`src/rtl/opp_packet_rx_if.sv`:
```
// Byte-stream receive bus carrying opponent-state frames from the network path.
interface opp_packet_rx_if;
    logic       axiiv;
    logic [7:0] axiid;
    logic       axiil;

    modport master (output axiiv, output axiid, output axiil);
    modport slave  (input  axiiv, input  axiid, input  axiil);
endinterface

```
`src/rtl/opp_packet_rx.sv`:
```
// Opponent-state frame receiver: parses 9-byte sync/XOR-protected frames from a
// byte stream and latches the decoded position, heading and game status.
module opp_packet_rx #(
    parameter logic [7:0]  SYNC_BYTE = 8'hA5,
    parameter int unsigned ERR_WIDTH = 8
) (
    input  logic                 clk,
    input  logic                 rst,
    opp_packet_rx_if.slave       rx,
    output logic [10:0]          opp_x,
    output logic [10:0]          opp_y,
    output logic [8:0]           opp_dir,
    output logic [2:0]           opp_game,
    output logic                 opp_rst,
    output logic                 frame_valid,
    output logic [ERR_WIDTH-1:0] err_count
);

    typedef enum logic [1:0] {StIdle, StBody, StCheck, StDrop} state_e;

    state_e               state_q, state_d;
    logic [2:0]           idx_q, idx_d;
    logic [7:0]           csum_q, csum_d;
    logic [7:0]           shadow_q [1:7];
    logic [7:0]           shadow_d [1:7];
    logic [10:0]          opp_x_q, opp_y_q;
    logic [8:0]           opp_dir_q;
    logic [2:0]           opp_game_q;
    logic                 opp_rst_q;
    logic                 frame_valid_q;
    logic [ERR_WIDTH-1:0] err_q;
    logic                 commit, err_inc;
    logic [8:0]           dec_dir;
    logic                 resv_ok, frame_ok;

    // Decode the shadowed body; reserved bits must be zero for the frame to be usable.
    always_comb begin
        dec_dir  = {shadow_q[5][0], shadow_q[6]};
        resv_ok  = (shadow_q[1][7:3] == 5'd0) && (shadow_q[3][7:3] == 5'd0) &&
                   (shadow_q[5][7:1] == 7'd0) && (shadow_q[7][7:4] == 4'd0);
        frame_ok = rx.axiil && (rx.axiid == csum_q) && (dec_dir <= 9'd359) && resv_ok;
    end

    // Next-state logic; idle bus cycles leave every piece of parser state untouched.
    always_comb begin
        state_d  = state_q;
        idx_d    = idx_q;
        csum_d   = csum_q;
        shadow_d = shadow_q;
        commit   = 1'b0;
        err_inc  = 1'b0;
        if (rx.axiiv) begin
            unique case (state_q)
                StIdle: begin
                    if (rx.axiid == SYNC_BYTE && !rx.axiil) begin
                        state_d = StBody;
                        idx_d   = 3'd1;
                        csum_d  = SYNC_BYTE;
                    end
                end
                StBody: begin
                    if (rx.axiil) begin
                        err_inc = 1'b1;
                        state_d = StIdle;
                        idx_d   = 3'd0;
                        csum_d  = 8'd0;
                    end else begin
                        shadow_d[idx_q] = rx.axiid;
                        csum_d          = csum_q ^ rx.axiid;
                        idx_d           = idx_q + 3'd1;
                        if (idx_q == 3'd7) state_d = StCheck;
                    end
                end
                StCheck: begin
                    idx_d  = 3'd0;
                    csum_d = 8'd0;
                    if (frame_ok) begin
                        commit  = 1'b1;
                        state_d = StIdle;
                    end else begin
                        err_inc = 1'b1;
                        state_d = rx.axiil ? StIdle : StDrop;
                    end
                end
                StDrop: begin
                    if (rx.axiil) state_d = StIdle;
                end
                default: state_d = StIdle;
            endcase
        end
    end

    // Parser state and shadow registers.
    always_ff @(posedge clk) begin
        if (rst) begin
            state_q <= StIdle;
            idx_q   <= 3'd0;
            csum_q  <= 8'd0;
            for (int i = 1; i <= 7; i++) shadow_q[i] <= 8'd0;
        end else begin
            state_q  <= state_d;
            idx_q    <= idx_d;
            csum_q   <= csum_d;
            shadow_q <= shadow_d;
        end
    end

    // Output latches, commit strobe and saturating error counter.
    always_ff @(posedge clk) begin
        if (rst) begin
            opp_x_q       <= 11'd256;
            opp_y_q       <= 11'd100;
            opp_dir_q     <= 9'd0;
            opp_game_q    <= 3'd0;
            opp_rst_q     <= 1'b0;
            frame_valid_q <= 1'b0;
            err_q         <= '0;
        end else begin
            frame_valid_q <= commit;
            if (commit) begin
                opp_x_q    <= {shadow_q[1][2:0], shadow_q[2]};
                opp_y_q    <= {shadow_q[3][2:0], shadow_q[4]};
                opp_dir_q  <= dec_dir;
                opp_game_q <= shadow_q[7][2:0];
                opp_rst_q  <= shadow_q[7][3];
            end
            if (err_inc && !(&err_q)) err_q <= err_q + 1'b1;
        end
    end

    assign opp_x       = opp_x_q;
    assign opp_y       = opp_y_q;
    assign opp_dir     = opp_dir_q;
    assign opp_game    = opp_game_q;
    assign opp_rst     = opp_rst_q;
    assign frame_valid = frame_valid_q;
    assign err_count   = err_q;

endmodule

```
`src/flat_wrapper.sv`:
```
// flat-port wrapper written by rule: the top's interface ports become plain ports
module opp_packet_rx_flat 
#(
    parameter logic [7:0]  SYNC_BYTE = 8'hA5,
    parameter int unsigned ERR_WIDTH = 8
)
  (clk, rst, opp_x, opp_y, opp_dir, opp_game, opp_rst, frame_valid, err_count, rx_axiiv, rx_axiid, rx_axiil);
  opp_packet_rx_if rx_i ();
  input  logic clk;
  input  logic rst;
  output logic [10:0] opp_x;
  output logic [10:0] opp_y;
  output logic [8:0] opp_dir;
  output logic [2:0] opp_game;
  output logic opp_rst;
  output logic frame_valid;
  output logic [ERR_WIDTH-1:0] err_count;
  input wire logic [$bits(rx_i.axiiv)-1:0] rx_axiiv;
  input wire logic [$bits(rx_i.axiid)-1:0] rx_axiid;
  input wire logic [$bits(rx_i.axiil)-1:0] rx_axiil;
  assign rx_i.axiiv = rx_axiiv;
  assign rx_i.axiid = rx_axiid;
  assign rx_i.axiil = rx_axiil;
  opp_packet_rx #(.SYNC_BYTE(SYNC_BYTE), .ERR_WIDTH(ERR_WIDTH)) u_core (.clk(clk), .rst(rst), .rx(rx_i), .opp_x(opp_x), .opp_y(opp_y), .opp_dir(opp_dir), .opp_game(opp_game), .opp_rst(opp_rst), .frame_valid(frame_valid), .err_count(err_count));
endmodule
```
`config.mk`:
```
export PLATFORM = sky130hd
export DESIGN_NAME = opp_packet_rx_flat
export DESIGN_NICKNAME = d
export VERILOG_FILES = /design/src/rtl/opp_packet_rx_if.sv /design/src/rtl/opp_packet_rx.sv /design/src/flat_wrapper.sv
export SDC_FILE = /design/constraint.sdc
export NUM_CORES = 1
export LEC_CHECK = 0
export CAP_MARGIN = 10
export CORE_ASPECT_RATIO = 0.9
export CORE_MARGIN = 5
export CORE_UTILIZATION = 58
export DETAILED_ROUTE_END_ITERATION = 10
export DONT_BUFFER_PORTS = 1
export GPL_ROUTABILITY_DRIVEN = 0
export PLACE_DENSITY_LB_ADDON = 0.3
export RECOVER_POWER = 50
export SKIP_CTS_REPAIR_TIMING = 1
export SYNTH_ARGS = -nofsm -noshare
export SYNTH_HDL_FRONTEND = slang
export SYNTH_SLANG_ARGS = --single-unit
```
`constraint.sdc`:
```
create_clock -name clk -period 4.2 [get_ports clk]
set_input_delay 0 -clock clk [delete_from_list [all_inputs] [get_ports clk]]
set_output_delay 0 -clock clk [all_outputs]
set_load 0.01 [all_outputs]
```
==> flow_results.org, run 1 <==
** Routing
- Dividing the detail-routed wire length by the instance count gives 18.5 um.
- Final WL :: 11,600 um
- Dividing the detail-routed via count by the number of cells gives 5.86.
- The count of nets left with antenna violations once routing finished came out at 0.
- First-pass iteration count of the detailed router :: 5
- Detailed-route DRC error count :: 0
- For this block, the via count after detailed routing is 3,684.
- For this block, the initial DRC count from the detailed router was 281.

** Floorplan
- Placeable core region :: 8110 sq um
- From bottom edge to top edge, the die measures 96.8 um.
- I/O pins :: 56
- The die covers about 10,000 sq um.
- # rows :: 31
- The die is 106 um wide.
- For this configuration, the core starts out at a cell density of approximately 60%.

** Cells and area
- Non-filler instance count after layout :: 629
- The repair_antennas step left the layout with diodes totalling 0.
- Compared with the post-synthesis result, the final layout area differs by 16.6%.
- Proportion of layout cells with a drive suffix above 1 :: 10.2%
- Cells fill a little over two thirds of the core in the end.
- In the final design database the tool counted around 540 nets.

** Timing
- Max Clock Skew :: 0.00728 ns
- Measured against its own limit, the worst slew margin works out to 49.0%.
- Setup repair after global routing left no endpoint under its margin.
- Derived from the worst setup path, the maximum achievable clock frequency is 0.336 GHz.
- Final hold analysis gives a worst-case slack of -0.0287 ns.
- The final-report max-slew violation count was 0.
- The number of hold violations in the final report was 2.
- Tightest Pin Transition :: 0.757 ns
- Setup TNS Final :: 0 ns
- The smallest clock period supported by the final layout is computed as 2.97 ns.
- The final critical path takes up around 71% of the cycle.
- Setup violations remaining at the end of the flow were counted as 0.

** Worst setup path
- Critical path arrival :: approximately 3.4 ns
- Together, buffers and inverters on the worst path number 3.
- Kind of cell adding the most delay to the critical path :: buffers and inverters
- Reg-to-reg slack, setup :: 1.23 ns
- STA puts the critical path data required time at 4.66 ns.
- Start-to-end type of the worst setup path :: flop to flop
- The worst setup path is launched from a flop.
- Ordered list of cells on the worst path :: ha_1 -> ha_1 -> inv_1 -> a21oi_1 -> o221ai_1 -> or4_1 -> dlygate4sd3_1 -> a21oi_1 -> dlygate4sd3_1
- Along the worst path, the maximum fanout reaches 10.
- For this run, the slowest stage of the critical path takes between 0.5 and 0.6 ns.
- Slowest cell on crit path :: sky130_fd_sc_hd__dlygate4sd3_1
- The worst setup path is captured at a flop.

** Yosys
- Post-synth net total :: between 500 and 600
- Average size of a mapped cell :: 9.49 sq um
- Flip-flop and latch count after synthesis :: 113
- Of all cell types, the one taking the most synthesized area is sky130_fd_sc_hd__dfxtp_1.
- After synthesis, the largest area contributor takes up 46.6% of total cell area.
- Netlist cell types :: 48
- After synthesis, flip-flops and latches occupy 46.6% of the total area.
- Count of warnings emitted by yosys :: 0
- Biggest area contributors in the synthesized netlist :: sky130_fd_sc_hd__dfxtp_1 (47%), sky130_fd_sc_hd__mux2i_1 (19%), sky130_fd_sc_hd__nor2_1 (8.7%)
- For this run, asynchronously set or reset flops after synthesis account for 0%.
- Mapped cell area :: 4860 sq um
- Synthesis produced 512 cells.
- Most used DFF post-synth :: sky130_fd_sc_hd__dfxtp_1
- Yosys mapped a number of flops with a built-in enable equal to 0.

** GRT
- The first global-routing pass estimated about 18,000 um of wire.
- The number of global-route vias before repair was 3,526.
- The number of antenna violations at the first check in global routing is 0.
- GR Overflow Total :: 0
- Entering global routing, the biggest net connects ~120 pins.
- Overall global routing resource usage :: between 20% and 30%

** Placement
- Input and output buffers added on the ports amount to 0.
- After legalization and detailed placement, the total HPWL measured 6870 um.
- Placed cell count :: ~580

** Clock network
- Number of levels the H-tree was split into :: 4
- Worst-skew pair later-pin latency :: 0.52 ns
- The tree is rooted in a sky130_fd_sc_hd__clkbuf_8.
- For this design, the sink count on the clock tree is 113.
- Total CTS buffers :: 17
- After clock tree synthesis, the clock-pin slew on the worst setup and hold paths is about 0.06 ns.
- TritonCTS built the clock tree.
- Clock tree buffer depth :: 2

** Run
- Max-cap viol count :: 0

** Hold path
- Worst min path class :: primary input to flop

** Status
- Violated checks :: negative hold slack
- The run finished, with violations left.

** Pwr
- Across the VDD grid, the largest voltage drop is 313 uV.
- Cell Pwr Density :: 483 nW/um^2
- For this design the static power due to leakage is 2.49 nW.
cells in the mapped netlist (all sizes together), types with 8 or more instances:
cell and instances:
a21oi 13, buf 17, clkbuf 18, dfxtp 113, ha 8, mux2i 92, nand2 21, nand3 8
nand4 10, nor2 113, nor4 10, o21ai 13, or2b 10
tightest hold or removal path: stages:
cell,delay (ns)
sky130_fd_sc_hd__or2b_1,0.18
sky130_fd_sc_hd__nor2_1,0.05
sky130_fd_sc_hd__o21ai_0,0.14
sky130_fd_sc_hd__a21oi_1,0.07
per-layer routing:
layer	part of all wire, %	GRT usage [%]	vias up	wire length [um]
li1	-	-	1777	-
met1	44	27.4	1755	5110
met2	47	34.8	136	5430
met3	8.1	7.99	16	937
met4	1.2	6.98	0	141
met5	0	0	-	0
final cells by class:
class | count | area [sq um]
inverter | 7 | 26.3
timing repair buffer | 21 | 213
multi-input combinational | 357 | 2380
clock buffer | 19 | 432
clock inverter | 13 | 231
tap | 99 | 124
fill | 595 | 2440
sequential | 113 | 2260
power breakdown:
part / total [W] / switching, W / internal [W]
registers: 0.00107 / 0.0000000972 / 0.00107
logic: 0.0000605 / 0.0000421 / 0.0000184
clock network: 0.00160 / 0.000503 / 0.00110
total: 0.00274 / 0.000545 / 0.00219
cell families (layout without fill, tap and decap cells):
group / count (synthesis) / in the layout / synth area share (%)
AND/OR/NAND/NOR: 210 / 210 / 21.1
AO/OA/AOI/OAI: 37 / 37 / 4.84
adder cells (fa/ha/maj): 8 / 8 / 2.06
multiplexers: 99 / 99 / 20.6
buffers and inverters: 42 / 60 / 4.28
flip-flops: 113 / 113 / 46.6
XOR/XNOR: 3 / 3 / 0.541
state kept, by name, summed over array words and instances (netlist names), 3 cells and up:
register,flops
u_core.opp_game,3
u_core.opp_dir,9
u_core.idx_q,3
u_core.opp_y,11
u_core.csum_q,8
u_core.err_count,8
u_core.opp_x,11
u_core.shadow_q,47
u_core.dec_dir,9
path summary, 6_finish.rpt:
check                       from           endpoint  cells past startpoint
max reg2reg      u_core.idx_q[0]  u_core.state_q[1]                      9
max              u_core.idx_q[0]  u_core.state_q[1]                      9
min                  rx_axiid[5]   u_core.csum_q[5]                      4
min reg2reg  u_core.shadow_q[26]    u_core.opp_y[2]                      2
layout by cell type (no fill, tap or decap), types with 3 or more instances in the layout:
cell	synthesis	layout
sky130_fd_sc_hd__a211oi_1	5	5
sky130_fd_sc_hd__a21oi_1	13	13
sky130_fd_sc_hd__bufinv_16	0	6
sky130_fd_sc_hd__clkbuf_1	17	3
sky130_fd_sc_hd__clkbuf_16	0	16
sky130_fd_sc_hd__dfxtp_1	113	113
sky130_fd_sc_hd__dlygate4sd3_1	0	17
sky130_fd_sc_hd__ha_1	8	8
sky130_fd_sc_hd__inv_1	7	7
sky130_fd_sc_hd__mux2_2	6	6
sky130_fd_sc_hd__mux2i_1	92	92
sky130_fd_sc_hd__nand2_1	21	21
sky130_fd_sc_hd__nand3_1	8	8
sky130_fd_sc_hd__nand4_1	10	10
sky130_fd_sc_hd__nor2_1	112	112
sky130_fd_sc_hd__nor2b_1	7	7
sky130_fd_sc_hd__nor3_1	4	4
sky130_fd_sc_hd__nor3b_1	5	5
sky130_fd_sc_hd__nor4_1	10	10
sky130_fd_sc_hd__o21ai_0	12	13
sky130_fd_sc_hd__or2b_2	9	9
sky130_fd_sc_hd__or3_1	4	4
sky130_fd_sc_hd__xnor2_1	3	3
metrics by stage:
stage	total power (W)	hold slack (ns)	cell area [sq um]	setup WS [ns]
final	0.00274	-0.0287	5660	1.23
after global routing	0.00281	0.0227	5660	1.09
after CTS	0.00270	-0.465	5490	1.87
after detailed placement	0.00111	0.0817	4820	1.91
after global placement	0.00111	0.0791	4820	1.98
after floorplan	0.00114	0.184	4860	2.29
Power figures use the tool's default switching activity.
==> run 2, diff against run 1 <==
==> constraint.sdc (replaced) <==
create_clock -name clk -period 2.85 [get_ports clk]
set_input_delay 0 -clock clk [delete_from_list [all_inputs] [get_ports clk]]
set_output_delay 0 -clock clk [all_outputs]
set_load 0.01 [all_outputs]
==> run 2 against run 1 <==
  * The run now ends clean
  * Maximum frequency grew 20%
  * Power grew 36%
  * Count of clock-buffer cells in the layout shrank 1
  * Final cell count grew 0.32%
  * Critical path depth shrank 2
  * Clock power grew 28%
  * Die area is the same
  * Register-to-register slack lost 0.85 ns
  * Sequential share of layout area grew 0.37 points
  * Highest routed layer unchanged
==> flow_results.org, run 2 (synthesis results as in run 1) <==
** Timing
- Setup TNS Final :: 0 ns (unchanged)
- Count of endpoints failing hold in the final timing report :: 0 (-2)
- Setup repair after global routing missed its margin :: no
- Number of max-slew violations in the final report :: 0 (unchanged)
- Max Clock Skew :: 0.00576 ns (-0.00152 ns)
- The highest clock frequency the design can meet is 0.404 GHz (+20%).
- The final period utilization was 86.8% (+16 points).
- The final critical path time including I/O delays and setup was 2.47 ns (-0.499 ns).
- Max transition margin :: 43.3% (-5.7 points)
- The final number of setup-violating endpoints came to 0 (unchanged).
- The measured slew at the worst slew-check pin is 0.851 ns (+0.0938 ns).

** Worst setup path
- Endpoint of the worst-slack reg-to-reg timing path :: u_core.csum_q[0]
- In this run the critical register-to-register path is launched from u_core.state_q[0].
- Delay of the slowest cell on the worst path :: 0.58 ns (about the same)
- Reg-to-reg slack, setup :: 0.38 ns (-0.85 ns)
- Critical path arrival :: 2.93 ns (-0.50 ns)
- The worst setup path is launched from a flop.
- Ordered list of cells on the worst path :: inv_1 -> ha_1 -> mux2_1 -> nand2_1 -> o21ai_0 -> a21oi_1 -> dlygate4sd3_1
- Start-to-end type of the worst setup path :: flop to flop
- The top fanout value on the critical path was 14 (+4).
- STA classifies the critical path endpoint as a flop.
- Launching element of the worst setup path :: u_core.state_q[0]
- Among all stages on the critical path, the largest delay is contributed by sky130_fd_sc_hd__dlygate4sd3_1.
- Length in cells of the worst reg-to-reg path :: 7 (-2)
- The data required time at the worst endpoint is 3.31 ns (-1.35 ns).

** GRT
- Maximum number of pins on one net before global-route repair :: 116 (unchanged)
- GR Overflow Total :: 0 (unchanged)
- First-pass GRT wire length :: 17,800 um (-0.62%)
- The number of global-route vias before repair is 3,475 (-1.4%).
- Overall global routing resource usage :: 21.7% (-0.10 points)
- The number of antenna violations at the first check in global routing was 0 (unchanged).

** Routing
- The number of vias per cell came to 5.87 (+0.17%).
- Total vias in the final route :: 3,702 (+0.49%)
- The DRC marker count from the first detailed-route iteration was 339 (+21%).
- Routed wire per std cell :: 18.1 um (-1.8%)
- The length of the first detailed-routing pass in iterations was 8 (+3).
- Final WL :: 11,400 um (-1.5%)
- The final antenna-violating net count was 0 (unchanged).
- Detailed-route DRC error count :: 0 (unchanged)

** Run
- Max-cap viol count :: 0 (unchanged)

** Cells and area
- The final instance count without filler cells came to 631 (+0.32%).
- Antenna fix cells :: 0 (unchanged)
- The library cell used most frequently in the layout, excluding fill and tap cells, is sky130_fd_sc_hd__dfxtp_1.
- Design Area, Final :: 5610 sq um (-0.91%)
- Register ranked first by flip-flop count :: u_core.shadow_q
- Number of flip-flops in the largest register :: 47 (unchanged)
- Most frequent cells in the layout :: sky130_fd_sc_hd__dfxtp_1 (113), sky130_fd_sc_hd__nor2_1 (112), sky130_fd_sc_hd__mux2i_1 (92), sky130_fd_sc_hd__nand2_1 (21), sky130_fd_sc_hd__dlygate4sd3_1 (18)
- The proportion of layout cells with a drive suffix above 1 came to 10.7% (+0.53 points).
- # nets final :: 539 (+0.37%)
- Area added between synthesis and finish :: 15.5%

** Pwr
- Switching part of the total power :: 22.5% (+2.6 points)
- The cell-internal power was 0.00288 W (+32%).
- Leakage Power :: 2.46 nW (-1.0%)
- The combinational cell fraction of total power was 2.4% (+0.2 points).
- The register share of total power came to 42.5% (+3.3 points).
- The clock power share is 55.1% (-3.5 points).
- The power dissipated by switching net loads was 0.000837 W (+53%).
- The power density over the cells is 663 nW/um^2 (+37%).
- The worst ir drop on vdd was 429 uV (+37%).

** Status
- Result of the run :: finished, final reports clean

** Floorplan
- # rows :: 31 (unchanged)
- The number of primary I/O pins is 56 (unchanged).
- The initial core utilization is 59.9% (unchanged).
- Die span in y :: 96.8 um (unchanged)
- Placeable core region :: 8110 sq um (unchanged)
- Width of the chip :: 106 um (unchanged)
- Die Footprint :: 10,300 sq um (unchanged)

** Placement
- Placed cell count :: 580 (+0.17%)
- The count of input and output buffers is 0 (unchanged).
- Placed Area :: 4830 sq um (+0.16%)
- Post-detail-place hpwl :: 7070 um (+3.0%)

** Hold path
- Critical hold path startpoint :: rx_axiil
- Worst Hold Path EP :: u_core.err_count[6]
- Number of cells on the worst hold path :: 3 (-1)
- Worst min path class :: primary input to flop

** Clock network
- Clock sink count :: 113 (unchanged)
- Number of levels the H-tree was split into :: 4 (unchanged)
- Total CTS buffers :: 17 (unchanged)
- CTS tree :: yes
- CTS root buffer :: sky130_fd_sc_hd__clkbuf_8
- The clock latency on the worst-skew pair was 0.52 ns (about the same).
- The clock-pin slew on the worst setup and hold paths was 0.06 ns (about the same).
- The clock tree buffer depth is 2 (unchanged).
## run 2: worst max path at each step
stage | endpoint | slack, ns | cells past startpoint
2_1_floorplan | u_core.err_count[0] | 0.94 | 6
3_3_place_gp | u_core.err_count[0] | 0.71 | 6
3_5_place_dp | u_core.shadow_q[41] | 0.69 | 7
4_1_cts | u_core.shadow_q[2] | 0.64 | 7
5_1_grt | u_core.opp_dir[4] | 0.27 | 7
6_report | u_core.csum_q[0] | 0.38 | 7
## run 2: cell type report
| cell class | count | area (sq um) |
|---|---|---|
| Tap cell | 99 | 124 |
| Sequential cell | 113 | 2260 |
| Timing Repair Buffer | 23 | 231 |
| Clock inverter | 14 | 153 |
| Fill cell | 603 | 2490 |
| Multi-Input combinational cell | 357 | 2390 |
| Inverter | 7 | 26.3 |
| Clock buffer | 18 | 428 |
## run 2: power by group through the flow
stage          Clock [W]  Combinational, W  Sequential [W]
2_1_floorplan          0         0.0000598         0.00161
4_1_cts          0.00207         0.0000243         0.00158
3_5_place_dp           0         0.0000239         0.00161
5_1_grt          0.00215         0.0000948         0.00158
6_report         0.00205         0.0000895         0.00158
3_3_place_gp           0         0.0000234         0.00161
## run 2: per-stage QoR
stage          setup slack (ns)  total power, W  hold WS, ns  util [%]
6_report                  0.377         0.00372      0.00465      69.2
5_1_grt                   0.269         0.00383      0.00439      69.2
4_1_cts                   0.638         0.00368       -0.459      66.8
3_5_place_dp              0.693         0.00164       0.0799      59.6
3_3_place_gp              0.709         0.00164       0.0819      59.6
2_1_floorplan             0.936         0.00167        0.184         -
## run 2: routing by layer
| metal | GRT usage (%) | up-vias | part of all wire, % |
|---|---|---|---|
| met4 | 7.37 | 0 | 2.2 |
| li1 | - | 1785 | - |
| met3 | 7.86 | 20 | 7.9 |
| met2 | 33.8 | 143 | 47 |
| met1 | 27.9 | 1754 | 43 |
| met5 | 0 | - | 0 |
## run 2: worst max-delay path, delay by kind of cell, from the launching register on
family	cells	cell delay, ns
multiplexers	1	0.32
flip-flops	1	0.36
AND/OR/NAND/NOR	1	0.33
buffers and inverters	2	0.68
adder cells (fa/ha/maj)	1	0.36
AO/OA/AOI/OAI	2	0.36
==> run 3, diff against run 2 <==
--- a/config.mk
+++ b/config.mk
@@ -12,7 +12,7 @@
 export DETAILED_ROUTE_END_ITERATION = 10
 export DONT_BUFFER_PORTS = 1
 export GPL_ROUTABILITY_DRIVEN = 0
-export PLACE_DENSITY_LB_ADDON = 0.3
+export PLACE_DENSITY = 0.74
 export RECOVER_POWER = 50
 export SKIP_CTS_REPAIR_TIMING = 1
 export SYNTH_ARGS = -nofsm -noshare
==> run 3 against run 2 <==
  * Critical path depth did not move
  * Final area is 1.1% lower
  * The flow now finishes with violations (negative hold slack)
  * Sequential share of layout area grew 0.44 points
  * Via count is 1.4% higher
  * Critical path type unchanged
  * Maximum frequency down 2.9%
  * Final cell count did not move
  * Hold slack lost 0.0077 ns
  * First-iteration DRC count decreased by 19%
  * Sequential power about the same
==> flow_results.org, run 3 (synthesis results as in run 1) <==
** Floorplan
- The die area came to 10,300 sq um (unchanged).
- The initial core utilization was 59.9% (unchanged).
- Width of the chip :: 106 um (unchanged)
- Die span in y :: 96.8 um (unchanged)
- The count of standard-cell rows was 31 (unchanged).
- I/O pins :: 56 (unchanged)
- The core box area came to 8110 sq um (unchanged).

** GRT
- Initial antenna violation count :: 0 (unchanged)
- Overall global routing resource usage :: 21.2% (-0.49 points)
- Maximum number of pins on one net before global-route repair :: 116 (unchanged)
- The wire length of the first global-routing pass came to 17,800 um (+0.16%).
- The number of global-route vias before repair is 3,542 (+1.9%).
- GR Overflow Total :: 0 (unchanged)

** Routing
- The via count of the routed design came to 3,752 (+1.4%).
- The DRC marker count from the first detailed-route iteration was 273 (-19%).
- Detailed-route DRC error count :: 0 (unchanged)
- Routed wire per std cell :: 18.0 um (-0.88%)
- The final antenna-violating net count is 0 (unchanged).
- Final WL :: 11,300 um (-0.88%)
- The length of the first detailed-routing pass in iterations came to 7 (-1).
- Post-DR vias/cell :: 5.95 (+1.4%)

** Worst setup path
- STA classifies the critical path endpoint as a flop.
- The critical path in this run is classified as flop to flop.
- Maximum fanout along the worst path :: 14 (unchanged)
- The data arrival time at the worst-slack endpoint is 3.00 ns (+0.07 ns).
- The worst setup path is launched from a flop.
- The data required time at the worst endpoint is 3.30 ns (about the same).
- The number of cell instances on the worst register-to-register path came to 7 (unchanged).

** Pwr
- The leakage power summed over all cells was 2.44 nW (-1.0%).
- The power density over the cells was 634 nW/um^2 (-4.3%).
- Worst voltage drop across the vdd grid :: 425 uV (-0.93%)

** Timing
- The highest clock frequency the design can meet was 0.393 GHz (-2.9%).
- Number of failing setup endpoints in the final timing report :: 0 (unchanged)
- The final period utilization came to 89.4% (+2.6 points).
- The final-report max-slew violation count is 0 (unchanged).
- Max transition margin :: 43.3% (about the same)
- The maximum clock skew at final layout was 0.00754 ns (+0.00178 ns).
- The final critical path time including I/O delays and setup was 2.55 ns (+0.0741 ns).
- Setup repair after global routing left no endpoint under its margin.
- The worst hold margin came to -0.00310 ns (-0.00775 ns).
- The setup TNS is 0 ns (unchanged).
- The measured slew at the worst slew-check pin is 0.851 ns (+0.000245 ns).
- The number of hold violations in the final report is 1 (+1).

** Cells and area
- Most common library cell in the layout ignoring fill and taps :: sky130_fd_sc_hd__dfxtp_1
- In the layout the commonest cells are sky130_fd_sc_hd__dfxtp_1 (113), sky130_fd_sc_hd__nor2_1 (112), sky130_fd_sc_hd__mux2i_1 (92), sky130_fd_sc_hd__nand2_1 (21), sky130_fd_sc_hd__dlygate4sd3_1 (18).
- The proportion of layout cells with a drive suffix above 1 is 10.5% (-0.19 points).
- Register ranked first by flip-flop count :: u_core.shadow_q
- The final instance count without filler cells is 631 (unchanged).
- Area added between synthesis and finish :: 14.3%
- # nets final :: 539 (unchanged)
- The total inserted antenna cells came to 0 (unchanged).
- Number of flip-flops in the largest register :: 47 (unchanged)
- The utilization of the core after routing is 68.5% (-0.74 points).

** Run
- Max-cap viol count :: 0 (unchanged)

** Clock network
- Worst-skew pair later-pin latency :: 0.51 ns (about the same)
- Clock tree buffer depth :: 2 (unchanged)
- TritonCTS built the clock tree.
- The number of H-tree levels was 4 (unchanged).
- The clock-pin slew on the worst setup and hold paths is 0.06 ns (about the same).
- The total clock buffers created by CTS came to 17 (unchanged).
- CTS root buffer :: sky130_fd_sc_hd__clkbuf_8
- The count of clock tree sinks came to 113 (unchanged).

** Placement
- Placed cell count :: 580 (unchanged)
- Post-detail-place hpwl :: 6950 um (-1.7%)
- Count of buffers from port buffering :: 0 (unchanged)

** Status
- Result of the run :: finished with violations
- Violated checks :: negative hold slack

** Hold path
- Number of cells on the worst hold path :: 3 (unchanged)
- Worst min path class :: primary input to flop
## run 3: metrics by stage
stage | hold WS, ns | setup slack [ns] | cell area [sq um] | power, W
global placement | 0.0800 | 0.735 | 4830 | 0.00164
CTS | -0.450 | 0.638 | 5360 | 0.00347
detailed placement | 0.0803 | 0.660 | 4830 | 0.00164
global route | 0.0148 | 0.190 | 5550 | 0.00362
floorplan | 0.184 | 0.936 | 4860 | 0.00167
finish | -0.00310 | 0.303 | 5550 | 0.00352
## run 3: worst max-delay path: stages, from the launching register on
cell                            delay (ns)
sky130_fd_sc_hd__dfxtp_1              0.39
sky130_fd_sc_hd__inv_1                0.10
sky130_fd_sc_hd__ha_1                 0.37
sky130_fd_sc_hd__mux2_2               0.18
sky130_fd_sc_hd__nand2_1              0.27
sky130_fd_sc_hd__or3_1                0.44
sky130_fd_sc_hd__a21oi_1              0.16
sky130_fd_sc_hd__dlygate4sd3_1        0.58
## run 3: final cells by class
class | count | area (sq um)
Timing Repair Buffer | 23 | 228
Clock inverter | 15 | 110
Tap cell | 99 | 124
Inverter | 7 | 26.3
Fill cell | 633 | 2550
Clock buffer | 17 | 414
Sequential cell | 113 | 2260
Multi-Input combinational cell | 357 | 2390
## run 3: per-layer routing
metal | global-route usage (%) | vias up | routed length, um
met3 | 7.12 | 19 | 930
met4 | 6.59 | 0 | 185
met1 | 26.5 | 1793 | 5060
met2 | 34.6 | 152 | 5170
met5 | 0 | - | 0
li1 | - | 1788 | -
## run 3: path summary, 6_finish.rpt
path	endpoint	startpoint	slack, ns
hold / removal	u_core.err_count[6]	rx_axiil	-0.003
hold reg to reg	u_core.opp_y[6]	u_core.shadow_q[30]	0.47
setup reg to reg	u_core.csum_q[4]	u_core.state_q[1]	0.30
setup / recovery	u_core.csum_q[4]	u_core.state_q[1]	0.30
## run 3: power by group
part | leakage [nW] | internal [W] | switching [W]
Combinational | 1.27 | 0.0000272 | 0.0000612
Clock | 0.259 | 0.00107 | 0.000782
Sequential | 0.910 | 0.00158 | 0.000000149
